### config.mk
export PLATFORM = sky130hd
export DESIGN_NAME = ser
export DESIGN_NICKNAME = d
export VERILOG_FILES = /design/src/rtl/ser.sv
export SDC_FILE = /design/constraint.sdc
export NUM_CORES = 1
export LEC_CHECK = 0
export BUFFER_PORTS_ARGS = -buffer_cell sky130_fd_sc_hd__buf_2
export CAP_MARGIN = 20
export CORE_UTILIZATION = 40
export DETAILED_ROUTE_END_ITERATION = 8
export HOLD_SLACK_MARGIN = 0.15
export PLACE_DENSITY_LB_ADDON = 0.05
export SETUP_SLACK_MARGIN = 0.5
export SLEW_MARGIN = 40
export SYNTH_ARGS = -nofsm -noshare
export SYNTH_HDL_FRONTEND = slang
export SYNTH_SLANG_ARGS = --single-unit
### constraint.sdc
create_clock -name clk -period 2.96 [get_ports clk]
set_input_delay 0 -clock clk [delete_from_list [all_inputs] [get_ports clk]]
set_output_delay 0 -clock clk [all_outputs]
set_load 0.03 [all_outputs]
### src/rtl/ser.sv
// 8N1 serial byte transceiver: independent receive and transmit FSMs sharing one clock.
// Receive input is double-synchronised; all outputs are registered.
module ser #(
    parameter int CLKS_PER_BIT = 434
) (
    input  logic       clk,
    input  logic       rst_n,
    input  logic       rxd,
    output logic       txd,
    input  logic       start_xmt,
    input  logic [7:0] tx_data,
    output logic [7:0] char_in,
    output logic       rcv_done,
    output logic       xmt_done,
    output logic       frame_err,
    output logic       tx_busy
);

    localparam logic [15:0] BIT_LAST  = 16'(CLKS_PER_BIT - 1);
    localparam logic [15:0] HALF_LAST = 16'(CLKS_PER_BIT / 2 - 1);

    typedef enum logic [1:0] {RX_IDLE, RX_START, RX_DATA, RX_STOP} rx_state_t;
    typedef enum logic [2:0] {TX_IDLE, TX_START, TX_DATA, TX_STOP, TX_DONE} tx_state_t;

    logic        rx_meta_q, rxs_q;
    rx_state_t   rx_state_q, rx_state_d;
    logic [15:0] rx_cnt_q, rx_cnt_d;
    logic [2:0]  rx_bit_q, rx_bit_d;
    logic [7:0]  rx_shift_q, rx_shift_d;
    logic        rx_brk_q, rx_brk_d;
    logic [7:0]  char_in_q, char_in_d;
    logic        rcv_done_q, rcv_done_d;
    logic        frame_err_q, frame_err_d;

    tx_state_t   tx_state_q, tx_state_d;
    logic [15:0] tx_cnt_q, tx_cnt_d;
    logic [2:0]  tx_bit_q, tx_bit_d;
    logic [7:0]  tx_shift_q, tx_shift_d;
    logic        txd_q, txd_d;
    logic        xmt_done_q, xmt_done_d;
    logic        tx_busy_q, tx_busy_d;

    always_ff @(posedge clk or negedge rst_n) begin
        if (!rst_n) begin
            rx_meta_q   <= 1'b1;
            rxs_q       <= 1'b1;
            rx_state_q  <= RX_IDLE;
            rx_cnt_q    <= '0;
            rx_bit_q    <= '0;
            rx_shift_q  <= '0;
            rx_brk_q    <= 1'b0;
            char_in_q   <= '0;
            rcv_done_q  <= 1'b0;
            frame_err_q <= 1'b0;
        end else begin
            rx_meta_q   <= rxd;
            rxs_q       <= rx_meta_q;
            rx_state_q  <= rx_state_d;
            rx_cnt_q    <= rx_cnt_d;
            rx_bit_q    <= rx_bit_d;
            rx_shift_q  <= rx_shift_d;
            rx_brk_q    <= rx_brk_d;
            char_in_q   <= char_in_d;
            rcv_done_q  <= rcv_done_d;
            frame_err_q <= frame_err_d;
        end
    end

    always_comb begin
        rx_state_d  = rx_state_q;
        rx_cnt_d    = rx_cnt_q;
        rx_bit_d    = rx_bit_q;
        rx_shift_d  = rx_shift_q;
        rx_brk_d    = rx_brk_q;
        char_in_d   = char_in_q;
        rcv_done_d  = 1'b0;
        frame_err_d = 1'b0;
        case (rx_state_q)
            RX_IDLE: begin
                if (!rxs_q) begin
                    rx_cnt_d   = '0;
                    rx_state_d = RX_START;
                end
            end
            RX_START: begin
                if (rx_cnt_q == HALF_LAST) begin
                    rx_cnt_d   = '0;
                    rx_bit_d   = '0;
                    rx_state_d = rxs_q ? RX_IDLE : RX_DATA;
                end else begin
                    rx_cnt_d = rx_cnt_q + 16'd1;
                end
            end
            RX_DATA: begin
                if (rx_cnt_q == BIT_LAST) begin
                    rx_cnt_d   = '0;
                    rx_shift_d = {rxs_q, rx_shift_q[7:1]};
                    rx_bit_d   = rx_bit_q + 3'd1;
                    if (rx_bit_q == 3'd7) rx_state_d = RX_STOP;
                end else begin
                    rx_cnt_d = rx_cnt_q + 16'd1;
                end
            end
            RX_STOP: begin
                // After a framing error, park here until the line goes idle so a break cannot restart reception.
                if (rx_brk_q) begin
                    if (rxs_q) begin
                        rx_brk_d   = 1'b0;
                        rx_state_d = RX_IDLE;
                    end
                end else if (rx_cnt_q == BIT_LAST) begin
                    rx_cnt_d = '0;
                    if (rxs_q) begin
                        char_in_d  = rx_shift_q;
                        rcv_done_d = 1'b1;
                        rx_state_d = RX_IDLE;
                    end else begin
                        frame_err_d = 1'b1;
                        rx_brk_d    = 1'b1;
                    end
                end else begin
                    rx_cnt_d = rx_cnt_q + 16'd1;
                end
            end
            default: rx_state_d = RX_IDLE;
        endcase
    end

    always_ff @(posedge clk or negedge rst_n) begin
        if (!rst_n) begin
            tx_state_q <= TX_IDLE;
            tx_cnt_q   <= '0;
            tx_bit_q   <= '0;
            tx_shift_q <= '0;
            txd_q      <= 1'b1;
            xmt_done_q <= 1'b0;
            tx_busy_q  <= 1'b0;
        end else begin
            tx_state_q <= tx_state_d;
            tx_cnt_q   <= tx_cnt_d;
            tx_bit_q   <= tx_bit_d;
            tx_shift_q <= tx_shift_d;
            txd_q      <= txd_d;
            xmt_done_q <= xmt_done_d;
            tx_busy_q  <= tx_busy_d;
        end
    end

    // Line outputs are registered from the current state, so txd lags the state by one cycle.
    always_comb begin
        tx_state_d = tx_state_q;
        tx_cnt_d   = tx_cnt_q;
        tx_bit_d   = tx_bit_q;
        tx_shift_d = tx_shift_q;
        txd_d      = 1'b1;
        xmt_done_d = (tx_state_q == TX_DONE);
        tx_busy_d  = (tx_state_q != TX_IDLE);
        case (tx_state_q)
            TX_IDLE: begin
                if (start_xmt) begin
                    tx_shift_d = tx_data;
                    tx_cnt_d   = '0;
                    tx_bit_d   = '0;
                    tx_state_d = TX_START;
                end
            end
            TX_START: begin
                txd_d = 1'b0;
                if (tx_cnt_q == BIT_LAST) begin
                    tx_cnt_d   = '0;
                    tx_state_d = TX_DATA;
                end else begin
                    tx_cnt_d = tx_cnt_q + 16'd1;
                end
            end
            TX_DATA: begin
                txd_d = tx_shift_q[0];
                if (tx_cnt_q == BIT_LAST) begin
                    tx_cnt_d   = '0;
                    tx_shift_d = {1'b0, tx_shift_q[7:1]};
                    tx_bit_d   = tx_bit_q + 3'd1;
                    if (tx_bit_q == 3'd7) tx_state_d = TX_STOP;
                end else begin
                    tx_cnt_d = tx_cnt_q + 16'd1;
                end
            end
            TX_STOP: begin
                if (tx_cnt_q == BIT_LAST) begin
                    tx_cnt_d   = '0;
                    tx_state_d = TX_DONE;
                end else begin
                    tx_cnt_d = tx_cnt_q + 16'd1;
                end
            end
            TX_DONE: begin
                if (!start_xmt) tx_state_d = TX_IDLE;
            end
            default: tx_state_d = TX_IDLE;
        endcase
    end

    assign txd       = txd_q;
    assign char_in   = char_in_q;
    assign rcv_done  = rcv_done_q;
    assign xmt_done  = xmt_done_q;
    assign frame_err = frame_err_q;
    assign tx_busy   = tx_busy_q;

endmodule

==> reports/qor.csv <==
stage,metric,value,unit
grt,grt_pass1_wl,13200,um
routing,wl_per_cell,14.1,um
worst_setup_path,slowest_stage,or4_1,
die,die_h,100,um
grt,grt_usage,0.167,
pwr,power.share.combinational,0.103,
die,dieWidth,100,um
place,dp.cells,518,
routing,ant_nets,0,
synth,yosys.area_share.simple,0.218,
timing,tns,0,ns
grt,grt_overflow,0,
clock_tree,cts_buffers,9,
synth,synth.most_common_cell,dfrtp_1,
routing,routed_wl,7740,um
synth,synth_compound_area_frac,0.145,
grt,grt_pass1_vias,2738,
finish,regArea,0.00188,mm2
clock_tree,cts_root_buf,clkbuf_8,
synth,syn_nets,400,
pwr,p_int,1.52,mW
routing,drc,0,
pwr,total_power,2.11,mW
place,dp_hpwl,4960,um
pwr,pwr-share-seq,0.564,
routing,vias,2861,
synth,yosys.area_share.adder,0.0293,
die,dieArea,0.0100,mm2
worst_setup_path,crit_path_end_kind,flop,
clock_tree,clock_sinks,75,
place,pre_cts_ws,0.423,ns
die,io_pins,25,
pwr,swShare,0.282,
timing,rsz0062_at_grt,yes,
synth,synth_area,0.00384,mm2
worst_setup_path,cp.buffers_inverters,1,
synth,synth_cell_types,54,
routing,drtIter0Drc,85,
pwr,ir_worst_vdd,209,uV
timing,finalWorstSetupSlack,0.598,ns
clock_tree,insertion_delay,0.35,ns
clock_tree,ctsLongestPathBuffers,2,
timing,skew,0.0128,ns
finish,drive_above_1_share,0.214,
clock_tree,path_clk_slew,0.09,ns
die,initial_core_util,0.414,
clock_tree,cts_tree,done,
synth,synth_edf_count,0,
synth,synthTopCellsByArea,"dfrtp_1, mux2_2, nand2_1, o21ai_0, ha_1",
worst_setup_path,cp_cell_sequence,or4_1 -> nor4_4 -> nand2_1 -> a211oi_2 -> buf_6 -> mux2_2,
grt,grt_max_degree,76,
job,cap_violations,0,
die,rows,35,
die,core,0.00928,mm2
timing,slew_headroom,0.401,
status,outcome,"finished, final reports clean",
timing,hold_ws,0.249,ns
worst_setup_path,crit_path_max_incr_delay,0.59,ns
worst_setup_path,crit_type,reg2reg,
synth,synth.area.mux_share,0.0782,
finish,fin_nets,436,
synth,ys_ff_latch,75,
place,numPortBuffers,24,
finish,antenna_cells,0,
synth,yosysTopAreaCell,dfrtp_1,
timing,tightest_slew,0.898,ns
synth,synthTopCellsByCount,"dfrtp_1, nand2_1, o21ai_0, mux2_2, nand3_1",
worst_setup_path,startpoint_type,flop,
timing,hold_violations,0,
grt,antenna_found_initial,0,
worst_setup_path,required,3.19,ns
pwr,switchingPower,0.596,mW
synth,ys.flop_type,dfrtp_1,
synth,synthCells,379,
pwr,power.density,480,mW/mm2
pwr,clkPwrFrac,0.334,
worst_setup_path,crit_arrival,2.59,ns
timing,fmax,0.423,GHz
timing,setup_viol,0,
synth,ys_async_sr_fraction,1.00,
worst_setup_path,cp_max_fo,11,
synth,avgSynthCellArea,10.1,um2
synth,synth_top_area_frac,0.469,
synth,synth-xor-area-share,0.00456,
worst_setup_path,crit_family,simple AND/OR/NAND/NOR gates,
timing,fin_crit,2.36,ns
finish,multi_input_area,0.00185,mm2
finish,fillCellCount,893,
routing,dr.pass1.iters,4,
worst_hold_path,hp-class,in2async,
timing,fin_crit_sh,0.798,
pwr,leakage,1.92,nW
finish,synthToLayoutAreaGrowth,14.7,%
synth,synth_top_family_by_area,simple AND/OR/NAND/NOR gates,
clock_tree,cts_max_level,3,
finish,fin_cells,549,
timing,slew_violations,0,
synth,yosysSeqAreaShare,0.490,
synth,yosys_warnings,0,
place,gp_congestion,0.790,
routing,routed_via_density,5.21,
## cell families after synthesis
logic type / count (synthesis)
XOR/XNOR: 2
buffers and inverters: 32
AND/OR/NAND/NOR: 154
adder cells (fa/ha/maj): 9
multiplexers: 27
flip-flops: 75
AO/OA/AOI/OAI: 80
## stage by stage
step | utilization | cell area, um2
after floorplan | - | 3840
after global placement | 0.438 | 4070
after detailed placement | 0.439 | 4070
after CTS | 0.471 | 4370
after global routing | 0.475 | 4410
final | 0.475 | 4410
## placed cells by master, fill, tap and decap left out, types with 6 or more instances in the layout
cell           instances
nand4_1                7
nand2b_1               8
clkbuf_8               9
mux2_2                23
or4_1                  6
dlygate4sd3_1         11
dfrtp_1               71
nand3_1               18
o21ai_0               27
nand2_1               52
o22ai_1                6
buf_2                 23
nor2_1                13
or3_1                  6
ha_1                   9
buf_4                  6
o31ai_1                8
inv_1                 14
a21oi_1                9
nor3_1                12
## path summary, 6_finish.rpt
check / start / endpoint / slack [ns] / cells past startpoint
min: rst_n / tx_cnt_q[14] / 0.25 / 2
min reg2reg: rx_meta_q / rxs_q / 0.36 / 0
min in group clk: rxd / rx_meta_q / 0.30 / 2
max: tx_cnt_q[10] / tx_shift_q[4] / 0.60 / 6
max reg2reg: tx_cnt_q[10] / tx_shift_q[4] / 0.60 / 6
max in group asynchronous: rst_n / rx_cnt_q[9] / 2.20 / 2
## power by group through the flow
| stage | Sequential, mW | Clock [mW] | Combinational [mW] |
|---|---|---|---|
| 5_1_grt | 1.21 | 0.787 | 0.252 |
| 3_3_place_gp | 1.21 | 0 | 0.190 |
| 2_1_floorplan | 1.18 | 0 | 0.155 |
| 4_1_cts | 1.19 | 0.744 | 0.207 |
| 6_report | 1.19 | 0.705 | 0.217 |
| 3_5_place_dp | 1.21 | 0 | 0.194 |
## layer usage
layer  part of all wire  vias to the layer above  GRT usage
li1                   -                     1441          -
met1               0.49                     1377      0.218
met2               0.46                       29      0.272
met3              0.023                       14     0.0362
met4              0.018                        0     0.0691
met5                  0                        -          0
## layout make-up
class	count	share of cell area
sequential	75	0.427
multi-input combinational	273	0.419
timing repair buffer	42	0.0665
tap	129	0.0366
clock buffer	10	0.0290
inverter	14	0.0119
clock inverter	6	0.00937
## sequential cells by signal, summed over array words and instances, names as in the netlist, named ones only
register,cells
rx_cnt_q,16
tx_state_q,3
rx_meta_q,1
rcv_done,1
rxs_q,1
rx_shift_q,8
rx_bit_q,3
txd,1
rx_brk_q,1
frame_err,1
tx_cnt_q,16
xmt_done,1
tx_shift_q,8
tx_bit_q,3
char_in,8
rx_state_q,1
tx_busy,1
## timing repair
action                                  in CTS  in global routing
endpoints found under the hold margin       86                  0
buffers inserted                             0                  3
cloned                                       0                  1
endpoints found under the setup margin      11                 12
hold buffers                                11                  0
resized for setup                            3                  2
(Power assumes the default switching activity.)
